<file path="src/rtl/step_sequencer_mt.sv">
// step_sequencer_mt: multi-track step sequencer with a note pattern memory.
// Define STEP_GATE_EN to mute each step's final beat for articulation.
// Ports: clk, rst (async, active high); beat_tick tempo pulse;
//   start/stop/pause control pulses; loop level; last_step (sampled on
//   start); step_en live per-step gates (bit STEPS-1-s gates step s);
//   wr_en/wr_track/wr_step/wr_note pattern write; tone_out packed tones;
//   toneL/toneR first/last track; led one-hot playhead; step_idx; busy;
//   done one-cycle completion pulse.
module step_sequencer_mt #(
  parameter int STEPS          = 16,
  parameter int TRACKS         = 2,
  parameter int BEATS_PER_STEP = 4,
  parameter int TONE_W         = 32
) (
  input  logic                        clk,
  input  logic                        rst,
  input  logic                        beat_tick,
  input  logic                        start,
  input  logic                        stop,
  input  logic                        pause,
  input  logic                        loop,
  input  logic [$clog2(STEPS)-1:0]    last_step,
  input  logic [STEPS-1:0]            step_en,
  input  logic                        wr_en,
  input  logic [((TRACKS > 1) ? $clog2(TRACKS) : 1)-1:0] wr_track,
  input  logic [$clog2(STEPS)-1:0]    wr_step,
  input  logic [4:0]                  wr_note,
  output logic [TRACKS*TONE_W-1:0]    tone_out,
  output logic [TONE_W-1:0]           toneL,
  output logic [TONE_W-1:0]           toneR,
  output logic [STEPS-1:0]            led,
  output logic [$clog2(STEPS)-1:0]    step_idx,
  output logic                        busy,
  output logic                        done
);

  localparam int SW = $clog2(STEPS);
  localparam int TW = (TRACKS > 1) ? $clog2(TRACKS) : 1;
  localparam int BW = (BEATS_PER_STEP > 1) ? $clog2(BEATS_PER_STEP) : 1;
  localparam logic [TONE_W-1:0] SIL = TONE_W'(100_000_000);
  localparam logic [STEPS-1:0] LED_MSB = {1'b1, {(STEPS-1){1'b0}}};
  localparam logic [BW-1:0] BEAT_LAST = BW'(BEATS_PER_STEP - 1);

  typedef enum logic [1:0] {IDLE, PLAY, HOLD, DONE} state_t;

  state_t          state_q, state_d;
  logic [SW-1:0]   step_q, step_d;
  logic [BW-1:0]   beat_q, beat_d;
  logic [SW-1:0]   last_q, last_d, last_cap;
  logic            done_q, done_d;
  logic [STEPS-1:0] led_q, led_d;
  logic [TONE_W-1:0] tone_q [TRACKS];
  logic [4:0]      pat [TRACKS][STEPS];
  logic            wr_ok;
  logic            gate;
  logic            sound;

  function automatic logic [TONE_W-1:0] note_freq(input logic [4:0] n);
    case (n)
      5'd1:    note_freq = TONE_W'(130);
      5'd2:    note_freq = TONE_W'(147);
      5'd3:    note_freq = TONE_W'(165);
      5'd4:    note_freq = TONE_W'(175);
      5'd5:    note_freq = TONE_W'(196);
      5'd6:    note_freq = TONE_W'(220);
      5'd7:    note_freq = TONE_W'(247);
      5'd8:    note_freq = TONE_W'(262);
      5'd9:    note_freq = TONE_W'(294);
      5'd10:   note_freq = TONE_W'(330);
      5'd11:   note_freq = TONE_W'(349);
      5'd12:   note_freq = TONE_W'(392);
      5'd13:   note_freq = TONE_W'(440);
      5'd14:   note_freq = TONE_W'(494);
      5'd15:   note_freq = TONE_W'(524);
      5'd16:   note_freq = TONE_W'(588);
      5'd17:   note_freq = TONE_W'(660);
      5'd18:   note_freq = TONE_W'(698);
      5'd19:   note_freq = TONE_W'(784);
      5'd20:   note_freq = TONE_W'(880);
      5'd21:   note_freq = TONE_W'(988);
      5'd22:   note_freq = TONE_W'(311);
      default: note_freq = SIL;
    endcase
  endfunction

  // Range checks only exist when the index width can exceed the range.
  generate
    if (TRACKS == (1 << TW)) begin : g_trk_full
      assign wr_ok = 1'b1;
    end else begin : g_trk_chk
      assign wr_ok = (32'(wr_track) < TRACKS);
    end
    if (STEPS == (1 << SW)) begin : g_last_full
      assign last_cap = last_step;
    end else begin : g_last_clamp
      assign last_cap = (32'(last_step) > STEPS - 1) ?
                        SW'(STEPS - 1) : last_step;
    end
  endgenerate

`ifdef STEP_GATE_EN
  assign gate = (BEATS_PER_STEP > 1) && (beat_q == BEAT_LAST);
`else
  assign gate = 1'b0;
`endif

  assign sound = (state_q == PLAY) && !gate &&
                 (|(step_en & (LED_MSB >> step_q)));

  always_comb begin
    state_d = state_q;
    step_d  = step_q;
    beat_d  = beat_q;
    last_d  = last_q;
    done_d  = 1'b0;
    if (stop) begin
      state_d = IDLE;
      step_d  = '0;
      beat_d  = '0;
    end else if (start) begin
      state_d = PLAY;
      step_d  = '0;
      beat_d  = '0;
      last_d  = last_cap;
    end else if (pause) begin
      if (state_q == PLAY)
        state_d = HOLD;
      else if (state_q == HOLD)
        state_d = PLAY;
    end else if (beat_tick && state_q == PLAY) begin
      if (beat_q != BEAT_LAST) begin
        beat_d = beat_q + 1'b1;
      end else begin
        beat_d = '0;
        if (step_q < last_q) begin
          step_d = step_q + 1'b1;
        end else if (loop) begin
          step_d = '0;
        end else begin
          state_d = DONE;
          done_d  = 1'b1;
        end
      end
    end
  end

  always_comb begin
    led_d = LED_MSB >> step_q;
    case (state_q)
      IDLE:    led_d = LED_MSB;
      DONE:    led_d = '1;
      default: led_d = LED_MSB >> step_q;
    endcase
  end

  always_ff @(posedge clk or posedge rst) begin
    if (rst) begin
      state_q <= IDLE;
      step_q  <= '0;
      beat_q  <= '0;
      last_q  <= SW'(STEPS - 1);
      done_q  <= 1'b0;
      led_q   <= LED_MSB;
    end else begin
      state_q <= state_d;
      step_q  <= step_d;
      beat_q  <= beat_d;
      last_q  <= last_d;
      done_q  <= done_d;
      led_q   <= led_d;
    end
  end

  always_ff @(posedge clk or posedge rst) begin
    if (rst) begin
      for (int t = 0; t < TRACKS; t++) begin
        tone_q[t] <= SIL;
        for (int s = 0; s < STEPS; s++)
          pat[t][s] <= '0;
      end
    end else begin
      for (int t = 0; t < TRACKS; t++)
        tone_q[t] <= sound ? note_freq(pat[t][step_q]) : SIL;
      if (wr_en && wr_ok)
        pat[wr_track][wr_step] <= wr_note;
    end
  end

  generate
    for (genvar t = 0; t < TRACKS; t++) begin : g_out
      assign tone_out[t*TONE_W +: TONE_W] = tone_q[t];
    end
  endgenerate

  assign toneL    = tone_q[0];
  assign toneR    = tone_q[TRACKS-1];
  assign led      = led_q;
  assign step_idx = step_q;
  assign busy     = (state_q == PLAY) || (state_q == HOLD);
  assign done     = done_q;

endmodule
</file>
<file path="config.mk">
export PLATFORM = sky130hd
export DESIGN_NAME = step_sequencer_mt
export DESIGN_NICKNAME = d
export VERILOG_FILES = /design/src/rtl/step_sequencer_mt.sv
export SDC_FILE = /design/constraint.sdc
export NUM_CORES = 1
export LEC_CHECK = 0
export ABC_AREA = 1
export BUFFER_PORTS_ARGS = -buffer_cell sky130_fd_sc_hd__buf_2
export CAP_MARGIN = 5
export CORE_MARGIN = 4
export CORE_UTILIZATION = 52
export CTS_CLUSTER_DIAMETER = 120
export CTS_CLUSTER_SIZE = 20
export DETAILED_ROUTE_END_ITERATION = 16
export PLACE_DENSITY = 0.76
export SYNTH_ARGS = -nofsm -noshare
export SYNTH_HDL_FRONTEND = slang
export SYNTH_SLANG_ARGS = --single-unit
</file>
<file path="constraint.sdc">
create_clock -name clk -period 6.88 [get_ports clk]
set_input_delay 1.032 -clock clk [delete_from_list [all_inputs] [get_ports clk]]
set_output_delay 1.032 -clock clk [all_outputs]
set_load 0.01 [all_outputs]
</file>
# Word-level counts from Yosys, hierarchy flattened
# Memory sizes are Yosys's and may differ from the RTL's.
# Index checks and enable logic that the tools add are counted.
# totals
ram_bits	0
out_inout_bits	150
inputBits	38
wordCells	122
regBits	253
n_memories	2
rom_bits	1344
latchBits	0
# memory_table
name	words	width	rd	rd_clocked_by_memory_dff	wr	line_no	source
(name not given)	32	21	1	0	0	59	case (n)
(name not given)	32	21	1	0	0	59	
# op_classes
div	0
n_mul	0
eq_ne	10
n_reduce_logical	14
n_bitwise	5
n_shift	1
n_mux	42
n_lt_le_gt_ge	6
n_addsub	2
# op_table
cell	count
$bwmux W160	1
$demux W80 S1	1
$mux W80	1
$mux W32	2
$bmux W5 S4	2
$pmux W16 S2	1
$mux W2	14
$mux W4	7
$mux W5	5
$demux W5 S4	1
$and A16 B16 Y16	1
$reduce_or A16 Y1	1
$shr A16 B4 Y16 const A	1
$ne A4 B4 Y1 const B	3
$ge A5 B5 Y1 const B	2
$not A4 Y5	2
$reduce_bool A4 Y1	2
$mux W1	7
$ne A3 B3 Y1 const B	2
$lt A5 B1 Y1 const B	1
$ne A5 B3 Y1 const B	1
$reduce_and A5 Y1	1
$add A4 B1 Y4 const B	1
$eq A2 B2 Y1 const B	2
other kinds (14)	18

# Longest topological paths before layout
# Gate-level depths: netlist (run 1).
# logic_depth
ltp_word	8
ltp_mapped	18
depth_no_buf	16

# Least setup slack after synthesis (run 1)
# Ideal clock, no wire load.
# synth_timing
kind	register to register
from	reg step_q[1] (netlist: step_idx[1])
to	reg tone_q, in the netlist toneR[1]
setup_ns	0.147
n_path_buf	3
synth_period_minus_slack_ns	2.244
arrival_time_ns	2.097
required_time_ns	6.733
path_stages_with_launch	17
setup_slack_ns	4.636
path_cell_list	dfrtp_1 -> buf_6 -> inv_2 -> buf_4 -> buf_4 -> o21ai_0 -> o211ai_1 -> nand3_1 -> nand2_2 -> inv_2 -> ha_1 -> inv_1 -> nand3_1 -> nand3_1 -> nand2_1 -> nand2_1 -> a21oi_1
# synth_via
elab_chain_cells	6
word_cells_on_any_way	10
classes_between	shift (1); mux (4); bitwise (2); reduce/logical (2); memory (1)
# synth_rtl
item	line_no	source
start, declared	47	logic [SW-1:0] step_q, step_d;
start signal, assigned	166	step_q <= step_d;
$not A4 Y5 (not written as such)	183	tone_q[t] <= sound ? note_freq(pat[t][step_q]) : SIL;
$bmux W5 S4	183	
$mux W5 (not written as such) (2 in a row)	183	
$mem_v2 Z32 W21	n/a	
$mux W32 (*)	183	
end signal, assigned by index	183	
end, declared	52	logic [TONE_W-1:0] tone_q [TRACKS];
# Mark *: on every way between the ends. The rest lies on a longest branch, timed or not. The select of a mux whose other input is x is not followed.
# A chain may end at the register's enable or synchronous reset.

# Worst setup path in the final report (run 1)
# layout_timing
from	reg step_q[0] (netlist: step_idx[0])
to	reg tone_q, in the netlist toneL[2]
# The elaborated chain is that of the path after synthesis.

==> results by stage, run 1 <==
Routing:
- The final routed DRC violation total is 0.
- The number of routed nets with antenna violations is 0.
- The total vias in the final route is 9,839.
- The average via count per standard cell is 5.46.
- The pre-antenna-repair detailed-routing pass consisted of 5 iterations.
- The routed design has 28,200 um of wire.
- The number of DRC markers after the initial detailed-route iteration is 898.
- The routed wire length per instance is 15.7 um.

Logic synthesis:
- For this run, asynchronously set or reset flops after synthesis account for 1.00.
- In the synthesized netlist the dominant register cell turns out to be dfrtp_1.
- The compound-cell area share of the yosys netlist is 0.119.
- The top cell type by total area after synthesis is dfrtp_1.
- After synthesis, the cell types taking the most area are dfrtp_1 43%, nand2_1 14%, o21ai_0 8.6%.
- The synthesized netlist cell count is 1,481.
- During synthesis, Yosys emitted a total of 0 warnings.
- The xor and xnor area share after synthesis is 0.000747.
- After synthesis, the share of cell area in mux cells is 0.
- After synthesis, the largest family of logic cells by area is simple AND/OR/NAND/NOR gates.
- The synthesized design contains 211 register bits.
- The average cell area after synthesis is 7.91 um2.
- The post-synthesis sequential area ratio is 0.451.
- The share of synthesized cell area in and, or, nand and nor gates is 0.256.
- Of the total synthesized cell area, the portion taken by full adders, half adders and majority gates is 0.0288.
- Synthesis instantiated 40 different standard cells from the library.
- The fraction of synthesized cell area taken by the top area cell type is 0.431.
- The cell area that synthesis handed to floorplanning was 0.0117 mm2.
- The number of enable flip-flop cells after synthesis is 0.

CTS:
- The post-cts hold buffer count is 0.
- For the worst-skew pair, the clock arrives at the later sink with an insertion delay of 0.48 ns.
- The number of buffers inserted to repair setup after CTS is 0.
- CTS built an H-tree with a depth of 1.
- The library cell used as clock root buffer is clkbuf_16.
- Gates resized during post-CTS repair numbered 0.
- The TritonCTS clock tree is done.
- The clock passes through at most 3 buffers.
- Buffers inserted during clock tree synthesis total 14.
- The clock net in this run drives a total of 211 sinks.
- Clock-pin slew was measured on the worst setup and hold paths at 0.09 ns.

Layout:
- The leading cell type in the layout, fill and taps excluded is nand2_1.
- The net count of the finished layout is 1,584.
- Relative to the synthesized area, the layout overhead comes to 3.53%.
- The repair_antennas step left the layout with diodes totalling 0.
- The top cell types in the final layout, fill and taps aside, are 424 x nand2_1, 202 x o21ai_0, 201 x dfrtp_1.
- The post-route standard cell area excluding fillers is 0.0121 mm2.
- The fraction of layout cells with a size suffix above 1 is 0.148.

Place:
- At the end of routability-driven placement, the weighted congestion stood at 0.885.
- Summed over all nets, the half-perimeter wirelength after detailed placement is 18,700 um.
- The placed instance area is 0.0117 mm2.
- The post-place setup slack is 3.80 ns.
- Port buffering added 143 buffers.

Min path:
- The worst min-delay path category is flop to flop.
- The number of stages on the worst hold path is 2.

Setup path:
- The worst setup path is launched from a flop.
- The critical path goes through buf_4 > buf_4 > nor2_1 > nor2_1 > o21ai_0 > o211ai_1 > nand3_1 > nand2_2 > inv_2 > ha_1 > inv_1 > nand2_1 > nand3_2 > nand2_1 > nand2_1 > nor2_1.
- The data required time at the worst endpoint is 7.21 ns.
- The critical path is of the flop to flop type.
- STA puts the critical path data arrival time at 3.42 ns.
- In this run the worst path has a maximum fanout of 53.
- The slowest stage of the critical path belongs to the cell buf_4.
- The worst setup path is captured at a flop.
- Together, buffers and inverters on the worst path number 4.
- The number of logic stages on the critical path including buffering is 16.
- The kind of cell adding the most delay to the critical path is buffers and inverters.
- The highest cell delay on the worst timing path is 0.56 ns.
- The worst register-to-register path has a depth of 16.

Timing:
- The hold violation count in the final report is 0.
- For the pin with the worst max-slew slack, the measured transition is 1.25 ns.
- The relative slew slack is 0.167.
- Across all hold checks on the routed design, the worst slack comes to 0.487 ns.
- The minimum clock period after layout is 3.09 ns.
- Derived from the worst setup path, the maximum achievable clock frequency is 323 MHz.
- Once routing completed, OpenROAD measured the worst setup slack at 3.79 ns.
- Setup violations remaining at the end of the flow were counted as 0.
- The portion of the clock cycle consumed by the worst path in the final layout is 0.450.
- Setup repair after global routing left no endpoint under its margin.
- Clock skew on the completed layout was measured at 0.0181 ns.
- The max-slew violation count is 0.
- Adding up every negative setup slack in the final design gives 0 ns.

Power and ir drop:
- After layout, the design draws a total of 3.07 mW.
- In this run the static leakage power is 6.06 nW.
- Power spread over the standard cell area amounts to 253 mW/mm2.
- VDD sags by at most 0.195 mV.

Global routing:
- The first-pass GRT wire length is 45,600 um.
- The aggregate global routing overflow is 0.
- The maximum number of pins on one net before global-route repair is 147.
- The number of antenna violations at the first check in global routing came to 0.
- The global routing usage summed across all routing layers is 0.222.
- The number of global-route vias before repair is 8,836.

Run status:
- The run finished with clean final reports.

Floorplanning:
- The die footprint is 0.0250 mm2.
- The number of rows in the core area is 54.
- The floorplan step set the die width to 158 um.
- The vertical extent of the die is 158 um.
- The count of boundary I/O pins is 188.
- The total area inside the core boundary comes to 0.0220 mm2.
- The initial cell density of the core is 0.532.

Job:
- The number of violations of the max-capacitance limit is 0.
-- logic make-up (layout without fill, tap and decap cells) --
group	count (synthesis)	count (layout)
flip-flops	211	211
adder cells (fa/ha/maj)	27	27
buffers and inverters	276	275
XOR/XNOR	1	1
AO/OA/AOI/OAI	266	266
other	1	44
AND/OR/NAND/NOR	699	699
-- layer usage --
metal	part of all wire	vias up	global-route usage
met1	0.45	4669	0.324
li1	-	4708	-
met3	0.076	32	0.0317
met2	0.46	430	0.355
met4	0.015	0	0.0455
met5	0	-	0
-- sequential cells by signal, summed over array words and instances (netlist names) --
signal    flops
pat         160
led          16
toneL        11
toneR        11
last_q        4
step_idx      4
beat_q        2
state_q       2
done          1
-- layout make-up --
class | instances | area, um2
inverter | 103 | 399
multi-input combinational | 1037 | 4910
clock buffer | 19 | 390
fill | 2062 | 9890
tap | 280 | 350
sequential | 211 | 5290
timing repair buffer | 152 | 783
clock inverter | 1 | 11.3
-- per-stage QoR --
stage,utilization,instances
2_1_floorplan,-,1524
3_3_place_gp,0.533,1783
3_5_place_dp,0.533,1783
4_1_cts,0.551,1803
5_1_grt,0.551,1803
6_report,0.551,1803
-- where the power goes --
group	leakage (nW)	switching [mW]	internal (mW)	total [mW]
Sequential	2.75	0.113	1.44	1.55
Clock	0.196	0.421	0.402	0.823
Combinational	3.12	0.447	0.249	0.697
Total	6.06	0.982	2.09	3.07
-- final timing paths --
path	end	slack [ns]	start
hold / removal	pat[136]	0.49	pat[136]
max in group asynchronous	led[0]	4.58	rst
min in group asynchronous	beat_q[1]	0.69	rst
hold reg to reg	pat[136]	0.49	pat[136]
setup reg to reg	toneL[2]	3.79	step_idx[0]
setup / recovery	toneL[2]	3.79	step_idx[0]
-- worst min-delay path: stages, from the launching register on --
cell	delay, ns
dfrtp_1	0.35
nand2_1	0.05
o21ai_0	0.05
-- Yosys cell counts, types with 2 or more instances --
library cell	instances
nand2_1	424
nor2_1	92
inv_2	11
nand3_1	137
o21ai_1	18
clkbuf_1	21
a31oi_1	2
buf_4	115
nor3_1	3
o21ai_0	202
nand2_2	9
o22ai_1	5
o31ai_1	2
nand3_2	10
inv_1	90
nand3_4	2
a21oi_2	2
inv_4	2
ha_1	27
a21oi_1	22
buf_2	12
dfrtp_1	202
o211ai_2	2
or2_2	2
buf_6	20
nand2_4	3
o211ai_1	9
nand4_1	12
dfstp_2	9
buf_8	4
Note: power is estimated with default switching activity, not from simulation.
==> inputs of run 2 (changes only) <==
==> constraint.sdc (replaced) <==
create_clock -name clk -period 2.82 [get_ports clk]
set_input_delay 0.423 -clock clk [delete_from_list [all_inputs] [get_ports clk]]
set_output_delay 0.423 -clock clk [all_outputs]
set_load 0.01 [all_outputs]
==> results by stage, run 2 (synthesis gave the netlist of run 1 again) <==
Run status:
- The run finished with clean final reports.

Routing:
- The total vias in the final route is 9,750 (-0.90%).
- The total iterations of the first detailed-routing run was 5 (unchanged).
- The final routed DRC violation total came to 0 (unchanged).
- The number of routed nets with antenna violations came to 0 (unchanged).
- The average via count per standard cell is 5.37 (-1.6%).
- The number of DRC markers after the initial detailed-route iteration is 847 (-5.7%).
- The sum of routed wire length over all layers is 28,200 um (-0.16%).
- The routed wire length per instance is 15.5 um (-0.87%).

Timing:
- The portion of the clock cycle consumed by the worst path in the final layout is 0.886 (+0.437).
- The setup violation total in the final timing report is 0 (unchanged).
- The max-slew violation count is 0 (unchanged).
- The minimum clock period after layout is 2.50 ns (-0.594 ns).
- The worst clock skew was 0.0149 ns (-0.00318 ns).
- The worst hold-check slack came to 0.0614 ns (-0.426 ns).
- The relative slew slack came to 0.370 (+0.203).
- The hold violation count in the final report is 0 (unchanged).
- Setup repair after global routing left no endpoint under its margin.
- The slew of the pin with the lowest slew margin is 0.945 ns (-0.304 ns).
- The maximum clock frequency is 400 MHz (+24%).

Setup path:
- The data arrival time of the critical path is 2.92 ns (-0.50 ns).
- The worst reg-to-reg setup slack was 0.32 ns (-3.47 ns).
- The type of destination of the critical path is a flop.
- The highest cell delay on the worst timing path is 0.39 ns (-0.17 ns).
- The worst register-to-register path ends at toneL[1].
- The slowest stage of the critical path belongs to the cell buf_4.
- The path depth of the worst reg2reg path was 12 (-4).
- The startpoint identified for the worst register-to-register timing path is step_idx[1].
- Walking the worst path, the cells encountered are buf_4 > ha_1 > nand3_1 > o21ai_0 > nor2_1 > nand4_1 > nor2_1 > nor2_4 > nand2_1 > inv_1 > nand2_1 > inv_1.
- The critical path is of the flop to flop type.
- The kind of launch point of the worst setup path is a flop.
- The data required time at the worst endpoint is 3.24 ns (-3.97 ns).
- The worst-path maximum fanout is 31 (-42%).

Global routing:
- The global routing usage summed across all routing layers came to 0.223 (+0.00181).
- The number of antenna violations at the first check in global routing is 0 (unchanged).
- The number of global-route vias before repair is 8,839 (+0.034%).
- The first-pass GRT wire length is 45,900 um (+0.76%).
- The aggregate global routing overflow is 0 (unchanged).
- The maximum number of pins on one net before global-route repair is 67 (-54%).

Layout:
- The register ranked first by flip-flop count is pat.
- The net count of the finished layout was 1,597 (+0.82%).
- The fraction of layout cells with a size suffix above 1 came to 0.155 (+0.00721).
- The filler cell count in the final layout came to 2,076 (+0.68%).
- The leading cell type in the layout, fill and taps excluded is nand2_1.
- The count of non-filler cells in the finished layout is 1,816 (+0.72%).
- The top cell types in the final layout, fill and taps aside, are 424 x nand2_1, 202 x o21ai_0, 201 x dfrtp_1.
- The flip-flop count of the largest register, all copies and words added came to 160 (unchanged).
- The number of antenna diodes is 0 (unchanged).
- The layout overhead on the synthesized area is 5.19%.

Power and ir drop:
- The power density over the cells was 610 mW/mm2 (+140%).
- The total leakage power is 6.15 nW (+1.6%).
- The maximum resistive drop on vdd is 0.477 mV (+140%).

Floorplanning:
- The number of rows in the core area is 54 (unchanged).
- The vertical extent of the die is 158 um (unchanged).
- The core outline area is 0.0220 mm2 (unchanged).
- The die footprint is 0.0250 mm2 (unchanged).
- The count of boundary I/O pins is 188 (unchanged).
- The width of the die is 158 um (unchanged).
- The initial cell density of the core is 0.532 (unchanged).

Job:
- The number of violations of the max-capacitance limit came to 0 (unchanged).

CTS:
- The library cell used as clock root buffer is clkbuf_16.
- The TritonCTS sink count is 211 (unchanged).
- The register clock-pin slew on the reported worst setup and hold paths is 0.09 ns (about the same).
- The clock insertion delay at the later pin of the skew report is 0.48 ns (about the same).
- The maximum number of buffers from clock root to sink is 3 (unchanged).
- The total clock buffers created by CTS came to 14 (unchanged).
- The maximum level of the CTS H-tree was 1 (unchanged).
- The number of buffers inserted to repair setup after CTS is 0 (unchanged).
- The post-CTS resize count came to 0 (unchanged).
- The post-cts hold buffer count was 0 (unchanged).
- TritonCTS built the clock tree.

Place:
- The count of buffers inserted at the top-level ports is 143 (unchanged).
- The cell total after placement is 1,796 (+0.73%).
- The half-perimeter wire length of the detailed placement result is 19,100 um (+2.3%).
- The final weighted congestion of routability-driven global placement is 0.907 (+2.5%).

Min path:
- The worst min-delay path category is input port to async pin.
run 2: cell types whose count changed in the layout (fill, tap and decap cells not counted):
cell,delta
buf_4,+5
buf_12,+8
inv_8,-1
clkinvlp_4,+1
run 2: cell type report:
| class | count | area, um2 | share of cell area |
|---|---|---|---|
| Clock buffer | 19 | 390 | 0.0317 |
| Clock inverter | 1 | 11.3 | 0.000913 |
| Inverter | 103 | 395 | 0.0321 |
| Multi-Input combinational cell | 1037 | 4910 | 0.398 |
| Sequential cell | 211 | 5290 | 0.429 |
| Tap cell | 280 | 350 | 0.0284 |
| Timing Repair Buffer | 165 | 981 | 0.0796 |
run 2: worst max-delay path, delay by kind of cell (launching register included):
kind / cells / cell delay [ns]
and+or+nand+nor: 7 / 0.97
adders and majority gates: 1 / 0.38
buffers and inverters: 3 / 0.51
AOI/OAI and AO/OA: 1 / 0.20
DFF: 1 / 0.38
run 2: where the power goes:
| part | switching (mW) | internal [mW] |
|---|---|---|
| Clock | 1.03 | 0.980 |
| Sequential | 0.280 | 3.51 |
| Combinational | 1.09 | 0.622 |
| Total | 2.40 | 5.11 |
run 2: per-stage QoR:
step / setup TNS, ns / power (mW) / utilization / setup WS, ns / area [um2]
floorplan: -68.24 / 5.23 / - / -0.338 / 11900
global placement: 0 / 5.51 / 0.542 / 0.472 / 11900
detailed placement: 0 / 5.55 / 0.542 / 0.406 / 11900
CTS: 0 / 7.56 / 0.560 / 0.381 / 12300
global route: 0 / 8.01 / 0.560 / 0.129 / 12300
finish: 0 / 7.52 / 0.560 / 0.321 / 12300
run 2: routing by layer:
| metal | global-route usage | wire length (um) |
|---|---|---|
| met1 | 0.333 | 13000 |
| met4 | 0.0443 | 436 |
| met5 | 0 | 0 |
| met2 | 0.354 | 12900 |
| met3 | 0.0295 | 1900 |
run 2: worst max path at each step:
stage	startpoint	to	slack [ns]
after CTS	step_idx[1]	toneL[1]	0.38
after detailed placement	step_idx[1]	toneL[1]	0.41
after global placement	step_idx[1]	toneL[1]	0.47
after floorplan	rst	beat_q[0]	-0.34
after global routing	step_idx[1]	toneL[1]	0.13
final	step_idx[1]	toneL[1]	0.32
